`src/rtl/rv32i_mmio_pkg.sv`:
```
// Shared types and constants for the memory-mapped peripherals on the RV32I
// data-store bus.
//   uart_state_t    : UART transmitter frame states
//   DEFAULT_TX_ADDR : store address that feeds the UART transmit FIFO
//   DATA_BITS       : data bits per UART frame
//   FRAME_BITS      : total bits per frame (start + data + stop)
package rv32i_mmio_pkg;

    typedef enum logic [1:0] {
        IDLE  = 2'd0,
        START = 2'd1,
        DATA  = 2'd2,
        STOP  = 2'd3
    } uart_state_t;

    localparam logic [31:0] DEFAULT_TX_ADDR = 32'hFFFF_FFF0;
    localparam int          DATA_BITS       = 8;
    localparam int          FRAME_BITS      = 10;

endpackage

```
`src/rtl/sync_fifo.sv`:
```
// Single-clock show-ahead FIFO.
//   clk, reset : clock, asynchronous active-high reset (empties the FIFO)
//   push, din  : write request and data; honoured when not full, or when full
//                and a pop happens on the same edge
//   pop        : read request; ignored when empty
//   dout       : current head entry (valid whenever empty is low)
//   full/empty : status decoded from the registered pointers
module sync_fifo #(
    parameter int WIDTH = 8,
    parameter int DEPTH = 8
) (
    input  logic             clk,
    input  logic             reset,
    input  logic             push,
    input  logic             pop,
    input  logic [WIDTH-1:0] din,
    output logic [WIDTH-1:0] dout,
    output logic             full,
    output logic             empty
);

    localparam int AW = $clog2(DEPTH);

    // One extra pointer bit distinguishes full from empty when the index
    // bits match, so every entry is usable across wrap-around.
    logic [AW:0]      wr_ptr;
    logic [AW:0]      rd_ptr;
    logic [WIDTH-1:0] mem [DEPTH];
    logic             do_push;
    logic             do_pop;

    assign empty   = (wr_ptr == rd_ptr);
    assign full    = (wr_ptr[AW] != rd_ptr[AW]) && (wr_ptr[AW-1:0] == rd_ptr[AW-1:0]);
    assign do_pop  = pop && !empty;
    assign do_push = push && (!full || do_pop);
    assign dout    = mem[rd_ptr[AW-1:0]];

    // NOTE: state registers use non-blocking assignments so every flop samples
    // pre-edge values regardless of process ordering.
    always_ff @(posedge clk or posedge reset) begin
        if (reset) begin
            wr_ptr <= '0;
            rd_ptr <= '0;
        end else begin
            if (do_push) wr_ptr <= wr_ptr + {{AW{1'b0}}, 1'b1};
            if (do_pop)  rd_ptr <= rd_ptr + {{AW{1'b0}}, 1'b1};
        end
    end

    // NOTE: the storage array has no reset; entries are only read after being
    // written, and leaving it unreset lets it map onto plain RAM/flops.
    always_ff @(posedge clk) begin
        if (do_push) mem[wr_ptr[AW-1:0]] <= din;
    end

endmodule

```
`src/rtl/mmio_uart_tx.sv`:
```
// Memory-mapped 8N1 UART transmitter snooping the core's data-store bus.
//   clk, reset                    : clock, asynchronous active-high reset
//   MemWrite, Data_Adr, WriteData : store strobe, address and data; a store
//                                   to TX_ADDR enqueues WriteData[7:0]
//   tx        : serial output, idles high, registered
//   busy      : FIFO non-empty or a frame in progress
//   fifo_full : transmit FIFO holds FIFO_DEPTH bytes
//   ovf_cnt   : stores dropped because the FIFO was full, saturating at 255
module mmio_uart_tx
    import rv32i_mmio_pkg::*;
#(
    parameter int          CLK_DIV    = 434,
    parameter logic [31:0] TX_ADDR    = DEFAULT_TX_ADDR,
    parameter int          FIFO_DEPTH = 8
) (
    input  logic        clk,
    input  logic        reset,
    input  logic        MemWrite,
    input  logic [31:0] Data_Adr,
    input  logic [31:0] WriteData,
    output logic        tx,
    output logic        busy,
    output logic        fifo_full,
    output logic [7:0]  ovf_cnt
);

    localparam int                 CNT_W    = $clog2(CLK_DIV);
    localparam logic [CNT_W-1:0]   CNT_LAST = CNT_W'(CLK_DIV - 1);
    localparam logic [2:0]         IDX_LAST = 3'(DATA_BITS - 1);

    uart_state_t          state, state_n;
    logic [CNT_W-1:0]     cnt, cnt_n;
    logic [2:0]           bit_idx, bit_idx_n;
    logic [7:0]           shift, shift_n;
    logic                 tx_n;
    logic                 bit_done;

    logic                 push_req;
    logic                 fifo_pop;
    logic                 fifo_empty;
    logic [7:0]           fifo_dout;
    logic                 drop;

    // Only the low byte of a store is transmitted.
    logic                 unused_wdata;
    assign unused_wdata = ^WriteData[31:8];

    assign push_req = MemWrite && (Data_Adr == TX_ADDR);
    // A pop on the same edge frees a slot, so a store to a full FIFO is kept.
    assign drop     = push_req && fifo_full && !fifo_pop;
    assign bit_done = (cnt == CNT_LAST);
    assign busy     = (state != IDLE) || !fifo_empty;

    sync_fifo #(
        .WIDTH (8),
        .DEPTH (FIFO_DEPTH)
    ) u_fifo (
        .clk   (clk),
        .reset (reset),
        .push  (push_req),
        .pop   (fifo_pop),
        .din   (WriteData[7:0]),
        .dout  (fifo_dout),
        .full  (fifo_full),
        .empty (fifo_empty)
    );

    always_ff @(posedge clk or posedge reset) begin
        if (reset) begin
            ovf_cnt <= 8'd0;
        end else if (drop && (ovf_cnt != 8'hFF)) begin
            ovf_cnt <= ovf_cnt + 8'd1;
        end
    end

    always_ff @(posedge clk or posedge reset) begin
        if (reset) begin
            state   <= IDLE;
            cnt     <= '0;
            bit_idx <= '0;
            shift   <= '0;
            tx      <= 1'b1;
        end else begin
            state   <= state_n;
            cnt     <= cnt_n;
            bit_idx <= bit_idx_n;
            shift   <= shift_n;
            tx      <= tx_n;
        end
    end

    // tx_n reflects the current state, so the line follows the FSM by one
    // cycle and is driven straight from a flop.
    always_comb begin
        // NOTE: every output gets a default first so no path leaves a variable
        // unassigned, which would otherwise infer a latch.
        state_n   = state;
        cnt_n     = cnt;
        bit_idx_n = bit_idx;
        shift_n   = shift;
        tx_n      = 1'b1;
        fifo_pop  = 1'b0;

        case (state)
            IDLE: begin
                if (!fifo_empty) begin
                    fifo_pop = 1'b1;
                    shift_n  = fifo_dout;
                    cnt_n    = '0;
                    state_n  = START;
                end
            end
            START: begin
                tx_n = 1'b0;
                if (bit_done) begin
                    cnt_n     = '0;
                    bit_idx_n = '0;
                    state_n   = DATA;
                end else begin
                    cnt_n = cnt + CNT_W'(1);
                end
            end
            DATA: begin
                tx_n = shift[0];
                if (bit_done) begin
                    cnt_n   = '0;
                    shift_n = {1'b0, shift[7:1]};
                    if (bit_idx == IDX_LAST) begin
                        state_n = STOP;
                    end else begin
                        bit_idx_n = bit_idx + 3'd1;
                    end
                end else begin
                    cnt_n = cnt + CNT_W'(1);
                end
            end
            STOP: begin
                if (bit_done) begin
                    cnt_n   = '0;
                    state_n = IDLE;
                end else begin
                    cnt_n = cnt + CNT_W'(1);
                end
            end
            default: state_n = IDLE;
        endcase
    end

endmodule

```
`config.mk`:
```
export PLATFORM = sky130hd
export DESIGN_NAME = mmio_uart_tx
export DESIGN_NICKNAME = d
export VERILOG_FILES = /design/src/rtl/rv32i_mmio_pkg.sv /design/src/rtl/sync_fifo.sv /design/src/rtl/mmio_uart_tx.sv
export SDC_FILE = /design/constraint.sdc
export NUM_CORES = 1
export LEC_CHECK = 0
export BUFFER_PORTS_ARGS = -buffer_cell sky130_fd_sc_hd__buf_4
export CORE_AREA = 8 8 75 142
export DETAILED_ROUTE_END_ITERATION = 16
export DIE_AREA = 0 0 83 150
export GPL_TIMING_DRIVEN = 0
export PLACE_DENSITY = 0.72
export SLEW_MARGIN = 20
export SYNTH_ARGS = -nofsm -noshare
export SYNTH_HDL_FRONTEND = slang
export SYNTH_SLANG_ARGS = --single-unit
```
`constraint.sdc`:
```
create_clock -name clk -period 3.4 [get_ports clk]
set_input_delay 0.51 -clock clk [delete_from_list [all_inputs] [get_ports clk]]
set_output_delay 0.51 -clock clk [all_outputs]
set_load 0.02 [all_outputs]
```
==> results of run 1 <==
## worst reg2reg max path: cells and delay by family, from the launching register on
kind / cells / cell delay [ns]
and+or+nand+nor: 3 / 0.90
buffers and inverters: 4 / 0.77
DFF: 1 / 0.42
adders and majority gates: 1 / 0.31
## flip-flops by register name, indices dropped and copies added (netlist names)
register       count
u_fifo.wr_ptr      4
state              2
tx                 1
ovf_cnt            8
shift              8
u_fifo.mem        64
bit_idx            3
u_fifo.rd_ptr      4
cnt                9
## routing by layer
metal / share of wire / up-vias / GRT usage
met5: 0 / - / 0
met4: 0.032 / 0 / 0.07788
met3: 0.023 / 21 / 0.03542
met2: 0.58 / 58 / 0.3262
met1: 0.36 / 1462 / 0.1573
li1: - / 1387 / -
## layout make-up
class,count,area [um2]
fillers,654,3358
multi-input cells,206,1685
clock buffers,9,225.2
well taps,102,127.6
repair buffers,56,430.4
plain buffers,12,62.56
flip-flops and latches,103,2899
inverters,7,26.28
clock inverters,7,75.07
## cells in the final DEF (no fill, tap or decap), drive strengths merged, types with 3 or more instances in the layout
cell type and count:
and4b 3, buf 64, clkbuf 13, dfrtp 38
edfxtp 64, ha 12, inv 12, mux2 5
mux2i 9, mux4 16, nand2 32, nand3 10
nand4 13, nand4b 3, nor2 12, nor3 8
nor4 6, nor4b 3, o21ai 31, o31ai 3
xnor2 8, xor2 10
## power breakdown
group | leakage (uW) | switching [uW] | internal (uW)
Sequential | 0.00112 | 38.3 | 1390
Combinational | 0.000874 | 104 | 80.8
Clock | 0.000146 | 501 | 527
Total | 0.00214 | 643 | 1990
## final timing paths
check	end	depth (start not counted)
worst max-delay path	u_fifo.mem[0][1]$_DFFE_PP_	8
worst min-delay path	u_fifo.wr_ptr[0]$_DFFE_PP0P_	2
worst max register to register	u_fifo.mem[0][1]$_DFFE_PP_	8
worst min register to register	shift[0]$_DFFE_PP0P_	2
max in group asynchronous	tx$_DFF_PP1_	3
min in group clk	u_fifo.mem[2][4]$_DFFE_PP_	1
## per-stage QoR
stage	setup TNS (ns)	std cells	power (uW)	setup WS [ns]	area (um2)
after CTS	0	502	2661	0.6154	5532
after global routing	0	502	2733	0.4422	5532
after detailed placement	0	486	1633	0.2622	5231
after global placement	-5.997	483	1617	-0.6376	5174
final	0	502	2638	0.6714	5532
after floorplan	0	328	1535	0.4001	4648
## kinds of logic (layout without fill, tap and decap cells)
group	Yosys count	in the layout	share of synthesized area
buf+inv	19	91	0.01911
flops	103	103	0.6237
mux	30	30	0.1090
xor+xnor	18	18	0.03392
compound gates	42	42	0.05033
simple gates	104	104	0.1316
fa+ha+maj	12	12	0.03230
==> metrics.md, run 1 <==
| Metric | Value |
|---|---|
| Top cell by count, worst path | nor4_2 |
| Crit path cell chain | buf_4 -> or4b_1 -> nor4_2 -> nand3b_1 -> or2_1 -> buf_6 -> nor4_2 -> buf_2 |
| Measured slew at the worst slew-check pin | approximately 0.80 ns |
| Post-synth top area share | 0.4135 |
| Post-layout min period | 2.729 ns |
| CP Class | in -> reg |
| Final Skew | approximately 0.0085 ns |
| CTS Buf Count | 9 |
| CTS tree | built |
| Routed vias | 2928 |
| Slew headroom | 0.4651 |
| Startpoint types | primary input |
| Avg Cell Area, Syn | 14.17 um2 |
| Cells after synthesis | 328 |
| R2R setup slack | ~0.70 ns |
| CP bufs+invs | 3 |
| Final hold violation count | 0 |
| Vias in the first global route | 3213 |
| Yosys warnings | 0 |
| Worst Hold Class | in -> async |
| Synth area leaders | edfxtp_1 (41%), dfrtp_1 (20%), mux4_2 (7.8%) |
| Status | complete, no violations |
| TritonCTS Sinks | ~100 |
| Mapped Area | 0.004648 mm2 |
| 1st-pass router iterations | 4 |
| Chip Width | 83 um |
| Period utilization | 0.8025 |
| Ant diodes | 0 |
| Die area | ~0.012 mm2 |
| Crit-path max FO | 6 |
| Clock Tree Buf Depth | 2 |
| Final Hold Slack | 0.09799 ns |
| Postcts setup bufs | 0 |
| Input/output buffers | 53 |
| Routability cong. | ~0.84 |
| GRT Residual Overflow | 0 |
| Final setup vio count | 0 |
| # resized after CTS | 0 |
| H-tree depth | 3 |
| Largest delay share family, worst path | simple AND/OR/NAND/NOR gates |
| Worst-Skew Late Latency | 0.35 ns |
| Largest net degree at the start of global routing | 30 |
| Row cnt | 49 |
| Post-Route WL | slightly below 10 mm |
| # DRC | 0 |
| Largest stage delay, worst path | between 0.5 and 0.6 ns |
| Worst VDD drop | 533.6 uV |
| Pins Over Slew Limit | 0 |
| MaxCap Viol Count | 0 |
| Asr flop ratio synth | 0.3786 |
| Die extent in y | 150 um |
| Seq/Total Area, Yosys | 0.6237 |
| Critical Path AT | 2.77 ns |
| Critical-path top delay cell | or4b_1 |
| CP Data Required Time | 3.44 ns |
| 1st-iter DRT viols | roughly 230 |
| I/O pins | 78 |
| Post-layout util | 0.6222 |
| Synth cell count leaders | edfxtp_1 (64), dfrtp_1 (38), nand2_1 (32) |
| CP startpoint | Data_Adr[1] |
| Number of buffers added to fix hold violations after cts | 0 |
| Achievable frequency | approximately 370 MHz |
| Synth Flop Type | edfxtp_1 |
| First-pass GRT wire length | around 16 mm |
| Count leader, synth | edfxtp_1 |
| Yosys top cell by area | edfxtp_1 |
| Drt via density | just under 6 |
| Core ar. | 0.008890 mm2 |
| Wire per inst | 19.81 um |
| P&R area growth vs syn | 19.00% |
| Yosys reg bits | 103 |
| RR Startpoint | state[0]$_DFFE_PP0P_ |
| Number of synthesized flops with an enable pin | 64 |
| Starting Density | 0.5229 |
| GRT Resource Usage Total | 0.1666 |
| Initial antenna violation count | 0 |
| CP Capture Type | flop |
| Nets | 474 |
| Post-DP HPWL | 7.341 mm |
| Power Density | 476.9 mW/mm2 |
| Post-route ant nets | 0 |
| Clk slew on worst S/H paths | 0.08 ns |
| LEAKAGE | between 0.002 and 0.0025 uW |
| Syn Nets | 407 |
| Root buffer cell | clkbuf_16 |
| RSZ-0062 raised after global routing | no |
| Yosys cell types | 45 |
| Layout cells sized above 1 | 0.2750 |
No activity file was read; power rests on OpenSTA's default activity.
==> run 2: changes to the inputs <==
Settings changed: CORE_AREA 8 8 75 142 to 8 8 77 147, DIE_AREA 0 0 83 150 to 0 0 85 155, PLACE_DENSITY 0.72 to 0.7.
Clock period 3.4 ns to 2.5 ns, I/O delays scaled along.
==> run 2 against run 1 <==
Sequential power rose by 37%. Largest cell class unchanged. Critical endpoint is now u_fifo.mem[1][5]$_DFFE_PP_. Die area grew 5.8%. Cell count is 2.4% higher. Via count grew 1.9%. Critical path type is now reg -> reg. Highest routed layer unchanged.
==> metrics.md, run 2 (synthesized netlist as in run 1, its figures left out) <==
| Metric | Value |
|---|---|
| Status | complete, no violations |
| Nets | 482 (+1.7%) |
| Reg2reg end | u_fifo.mem[1][5]$_DFFE_PP_ |
| Post-layout instance area | 0.005644 mm2 (+2.0%) |
| Row cnt | 51 (+4.1%) |
| Slew headroom | 0.4711 (+0.006020) |
| Final Non-Filler Cells | 514 (+2.4%) |
| Placed insts | 489 (+0.62%) |
| DP Area | 0.005239 mm2 (+0.14%) |
| Worst-Skew Late Latency | 0.35 ns (about the same) |
| Commonest cells after routing, fill and taps aside | edfxtp_1 (64), buf_4 (63), dfrtp_1 (38) |
| LEAKAGE | 0.002182 uW (+2.1%) |
| Final setup vio count | 0 (unchanged) |
| Starting Density | 0.4889 (-0.03399) |
| Period utilization | 0.9574 |
| Most common cell after layout, fill and taps aside | edfxtp_1 |
| Final hold violation count | 0 (unchanged) |
| RSZ-0062 raised after global routing | no |
| Worst VDD drop | 524.6 uV (-1.7%) |
| Input/output buffers | 53 (unchanged) |
| CTS Buf Count | 9 (unchanged) |
| Die extent in y | 155 um (+3.3%) |
| Total negative setup slack | 0 ns (unchanged) |
| CP Class | reg -> reg |
| Vias in the first global route | 3213 (unchanged) |
| Crit-path max FO | 10 (+4) |
| WL met1 | 4.093 mm (+13%) |
| Number of fill cells in the layout | 737 (+13%) |
| Ant diodes | 0 (unchanged) |
| Post-route ant nets | 0 (unchanged) |
| CP Capture Type | flop |
| CP Data Required Time | 2.57 ns (-0.87 ns) |
| WL met2 | 4.974 mm (-14%) |
| R2R depth | 8 (unchanged) |
| Pins Over Slew Limit | 0 (unchanged) |
| RR Startpoint | u_fifo.rd_ptr[1]$_DFFE_PP0P_ |
| I/O pins | 78 (unchanged) |
| Number of buffers added to fix hold violations after cts | 0 (unchanged) |
| Measured slew at the worst slew-check pin | 0.7933 ns (-0.004682 ns) |
| Post-Route WL | 9.597 mm (-3.5%) |
| Post-DP HPWL | 6.908 mm (-5.9%) |
| Clk slew on worst S/H paths | 0.07 ns (about the same) |
| R2R setup slack | 0.11 ns (-0.59 ns) |
| Routability cong. | 0.8002 (-5.1%) |
| Layout cells sized above 1 | 0.2941 (+0.01912) |
| Pre-CTS setup slack | -0.7334 ns (-0.9956 ns) |
| Startpoint types | flop |
| Routed vias | 2984 (+1.9%) |
| DR WL met3 | 389 um (+69%) |
| Achievable frequency | about 420 MHz |
| P&R area growth vs syn | 21.43% |
| Die area | 0.01318 mm2 (+5.8%) |
| # DRC | 0 (unchanged) |
| Wire per inst | 18.67 um (-5.7%) |
| Drt via density | 5.805 (-0.47%) |
| Worst Hold Class | in -> async |
| GRT Residual Overflow | 0 (unchanged) |
| Max reg flops | 64 (unchanged) |
| Final Skew | 0.01045 ns (+0.001971 ns) |
| Power Density | 626.6 mW/mm2 (+31%) |
| First-pass GRT wire length | 15.56 mm (-4.0%) |
| GRT Resource Usage Total | 0.1528 (-0.01374) |
| 1st-pass router iterations | 4 (unchanged) |
| MaxCap Viol Count | 0 (unchanged) |
| Largest net degree at the start of global routing | 22 (-27%) |
| Post-layout min period | 2.393 ns |
| Post-layout util | 0.5936 (-0.02861) |
| Critical Path AT | 2.46 ns (-0.31 ns) |
| Core ar. | 0.009508 mm2 (+7.0%) |
| Root buffer cell | clkbuf_16 |
| Final worst slack | 0.1066 ns (-0.5648 ns) |
| Max Used Layer | met4 |
| TritonCTS Sinks | 103 (unchanged) |
| Initial antenna violation count | 0 (unchanged) |
| 1st-iter DRT viols | 187 (-18%) |
| CTS tree | built |
| H-tree depth | 3 (unchanged) |
| Clock Tree Buf Depth | 2 (unchanged) |
| Chip Width | 85 um (+2.4%) |
## run 2: area by class of cell
| cell class | count | area [um2] | area share |
|---|---|---|---|
| flip-flops and latches | 103 | 2899 | 0.5136 |
| multi-input cells | 206 | 1703 | 0.3017 |
| inverters | 7 | 26.28 | 0.004655 |
| well taps | 106 | 132.6 | 0.02350 |
| clock buffers | 9 | 225.2 | 0.03990 |
| repair buffers | 64 | 520.5 | 0.09222 |
| plain buffers | 12 | 71.32 | 0.01264 |
| clock inverters | 7 | 66.31 | 0.01175 |
## run 2: where the power goes
part           leakage [uW]  internal, uW  switching, uW
Clock              0.000141           698            651
Sequential          0.00112          1890           51.9
Combinational      0.000924           112            139
## run 2: worst max-delay path, stage by stage (launching register included)
cell and delay, ns:
dfrtp_1 0.39, buf_4 0.20, xnor2_1 0.16, and4b_1 0.25, and2_1 0.21, or2_1 0.24, buf_6 0.16, nor4b_4 0.32
buf_4 0.19
## run 2: repair_timing
| item | CTS | global route |
|---|---|---|
| pin swaps | 5 | 1 |
| resized for setup | 3 | 8 |
| buffers inserted | 8 | 1 |
| endpoints found under the setup margin | 41 | 24 |
## run 2: how the worst max path moves through the flow
| stage | cells after the start | start | slack, ns | end |
|---|---|---|---|---|
| after detailed placement | 7 | Data_Adr[1] | -0.73 | u_fifo.mem[0][1]$_DFFE_PP_ |
| after floorplan | 6 | Data_Adr[1] | -0.03 | u_fifo.mem[0][0]$_DFFE_PP_ |
| after global routing | 8 | u_fifo.rd_ptr[0]$_DFFE_PP0P_ | 0.0007 | u_fifo.mem[1][0]$_DFFE_PP_ |
| after global placement | 5 | Data_Adr[1] | -0.72 | u_fifo.mem[7][1]$_DFFE_PP_ |
| after CTS | 7 | u_fifo.rd_ptr[1]$_DFFE_PP0P_ | 0.04 | u_fifo.mem[5][3]$_DFFE_PP_ |
| final | 8 | u_fifo.rd_ptr[1]$_DFFE_PP0P_ | 0.11 | u_fifo.mem[1][5]$_DFFE_PP_ |
## run 2: per-layer routing
layer	GRT usage	vias to the layer above
met4	0.07021	0
li1	-	1405
met3	0.03803	9
met5	0	-
met1	0.1768	1502
met2	0.2579	68
## run 2: through the flow
stage	power [uW]	hold WS (ns)
after floorplan	2088	0.4432
after global placement	2188	0.4573
after detailed placement	2225	0.4138
after CTS	3567	0.03920
after global routing	3658	0.05830
final	3537	0.03499
==> run 3: changes to the inputs <==
Settings changed: CORE_AREA 8 8 77 147 to 8 8 75 142, DIE_AREA 0 0 85 155 to 0 0 83 150, PLACE_DENSITY 0.7 to 0.72.
Clock period 2.5 ns to 2.4 ns, I/O delays scaled along.
==> run 3 against run 2 <==
Sequential power is 4% higher. Final area is 1.4% higher. Power is 7.1% higher. Sequential share of layout area is 0.71 points lower. Count of clock-buffer cells in the layout stayed put. Critical path depth stayed put. Critical endpoint is now u_fifo.mem[1][1]$_DFFE_PP_. Flip-flop and latch count stayed put. Clock power is 11% higher. Fmax is 3.3% higher. Wire length is 6.3% higher.
==> metrics.md, run 3 (synthesized netlist as in run 1, its figures left out) <==
| Metric | Value |
|---|---|
| CTS tree | built |
| RR Startpoint | u_fifo.wr_ptr[1]$_DFFE_PP0P_ |
| Setup crit end | u_fifo.mem[1][1]$_DFFE_PP_ |
| Multi-input logic area | 0.001724 mm2 (+1.2%) |
| Clk slew on worst S/H paths | 0.08 ns (about the same) |
| Input/output buffers | 53 (unchanged) |
| First-pass GRT wire length | 16.59 mm (+6.6%) |
| Starting Density | 0.5229 (+0.03399) |
| R2R depth | 8 (unchanged) |
| Slew headroom | 0.4600 (-0.01115) |
| Final hold violation count | 0 (unchanged) |
| Wire per inst | 20.08 um (+7.5%) |
| R2R setup slack | 0.08 ns (-0.02 ns) |
| Largest net degree at the start of global routing | 23 (+4.5%) |
| Reg2reg end | u_fifo.mem[1][1]$_DFFE_PP_ |
| Number of fill cells in the layout | 659 (-11%) |
| CP Data Required Time | 2.47 ns (-0.10 ns) |
| TritonCTS Sinks | 103 (unchanged) |
| H-tree depth | 3 (unchanged) |
| Final Hold Slack | 0.03910 ns (+0.004107 ns) |
| P&R area growth vs syn | 23.12% |
| Pins Over Slew Limit | 0 (unchanged) |
| I/O pins | 78 (unchanged) |
| Chip Width | 83 um (-2.4%) |
| Die area | 0.01245 mm2 (-5.5%) |
| Post-route ant nets | 0 (unchanged) |
| Final Skew | 0.01077 ns (+0.0003261 ns) |
| # DRC | 0 (unchanged) |
| Final setup vio count | 0 (unchanged) |
| Achievable frequency | 431.8 MHz (+3.3%) |
| Final Power | 3788 uW (+7.1%) |
| Drt via density | 5.957 (+2.6%) |
| Post-layout min period | 2.316 ns (-0.07749 ns) |
| Worst-Skew Late Latency | 0.35 ns (about the same) |
| Post-layout util | 0.6438 (+0.05014) |
| Pre-CTS setup slack | -0.4908 ns (+0.2426 ns) |
| Measured slew at the worst slew-check pin | 0.8101 ns (+0.01673 ns) |
| Ant diodes | 0 (unchanged) |
| Clock Tree Buf Depth | 2 (unchanged) |
| Worst Hold Class | in -> async |
| MaxCap Viol Count | 0 (unchanged) |
| Row cnt | 49 (-3.9%) |
| Layout cells sized above 1 | 0.3054 (+0.01130) |
| Worst VDD drop | 573.1 uV (+9.2%) |
| Startpoint types | flop |
| Root buffer cell | clkbuf_16 |
| Initial antenna violation count | 0 (unchanged) |
| LEAKAGE | 0.002197 uW (+0.70%) |
| Critical Path AT | 2.39 ns (-0.07 ns) |
| Power Density | 661.8 mW/mm2 (+5.6%) |
| GRT Resource Usage Total | 0.1714 (+0.01858) |
| Routability cong. | 0.8475 (+5.9%) |
| Nets | 480 (-0.41%) |
| CP startpoint | u_fifo.wr_ptr[1]$_DFFE_PP0P_ |
| CP Capture Type | flop |
| Routed vias | 3026 (+1.4%) |
| Post-DP HPWL | 7.507 mm (+8.7%) |
| 1st-iter DRT viols | 198 (+5.9%) |
| Status | complete, no violations |
| CTS Buf Count | 9 (unchanged) |
| Max reg flops | 64 (unchanged) |
| Reg area | 0.002899 mm2 (unchanged) |
| Die extent in y | 150 um (-3.2%) |
| CP Class | reg -> reg |
| Most common cell after layout, fill and taps aside | edfxtp_1 |
| Number of buffers added to fix hold violations after cts | 0 (unchanged) |
| Post-Route WL | 10.20 mm (+6.3%) |
| Vias in the first global route | 3342 (+4.0%) |
| Crit-path max FO | 10 (unchanged) |
| RSZ-0062 raised after global routing | no |
| Commonest cells after routing, fill and taps aside | edfxtp_1 (64), buf_4 (61), dfrtp_1 (38) |
| Period utilization | 0.9650 (+0.007605) |
| 1st-pass router iterations | 4 (unchanged) |
| Core ar. | 0.008890 mm2 (-6.5%) |
| GRT Residual Overflow | 0 (unchanged) |
| Final worst slack | 0.08407 ns (-0.02251 ns) |
## run 3: changes by cell type in the layout (fill, tap and decap cells not counted), sizes merged
| cell | before | now |
|---|---|---|
| clkbuf | 14 | 12 |
| clkinv | 4 | 2 |
| inv | 9 | 11 |
## run 3: how the worst min path moves through the flow
stage / from / endpoint / cells after the start
CTS: reset / shift[0]$_DFFE_PP0P_ / 2
global route: reset / shift[0]$_DFFE_PP0P_ / 2
floorplan: shift[7]$_DFFE_PP0P_ / shift[7]$_DFFE_PP0P_ / 2
finish: reset / shift[0]$_DFFE_PP0P_ / 2
global placement: shift[7]$_DFFE_PP0P_ / shift[7]$_DFFE_PP0P_ / 2
detailed placement: reset / ovf_cnt[4]$_DFFE_PP0P_ / 2
## run 3: power by group
group | internal (uW) | switching (uW)
Sequential | 1960 | 54.0
Combinational | 121 | 148
Clock | 758 | 743
## run 3: what timing repair did
| item | in CTS | in global routing |
|---|---|---|
| buffers inserted | 6 | 1 |
| endpoints found under the setup margin | 49 | 37 |
| pin swaps | 4 | 3 |
| gates resized for setup | 9 | 7 |
| endpoints found under the hold margin | 0 | 0 |
## run 3: cell type report
type,count,area share
flip-flops and latches,103,0.5066
multi-input cells,206,0.3013
repair buffers,62,0.09576
clock buffers,9,0.03935
well taps,102,0.02230
clock inverters,7,0.01552
plain buffers,12,0.01399
inverters,7,0.005247
## run 3: per-stage QoR
stage | setup TNS [ns] | cell area (um2) | instances
after floorplan | 0 | 4677 | 328
after global placement | -22.31 | 5202 | 483
after detailed placement | -19.47 | 5243 | 485
after CTS | 0 | 5689 | 507
after global routing | 0 | 5723 | 508
final | 0 | 5723 | 508
## run 3: metal layers
metal | up-vias | track usage | wire (um) | part of all wire
met5 | - | 0 | 0 | 0
met4 | 0 | 0.1018 | 334 | 0.033
li1 | 1405 | - | - | -
met1 | 1536 | 0.1579 | 3530 | 0.35
met3 | 27 | 0.03215 | 336 | 0.033
met2 | 58 | 0.3336 | 5999 | 0.59
## run 3: critical path, cell delays in order, from the launching register on
cell	delay (ns)
dfrtp_1	0.40
buf_4	0.20
xnor2_2	0.15
and4b_1	0.24
and2_4	0.19
or2_1	0.24
buf_6	0.16
nor4b_4	0.28
buf_12	0.18
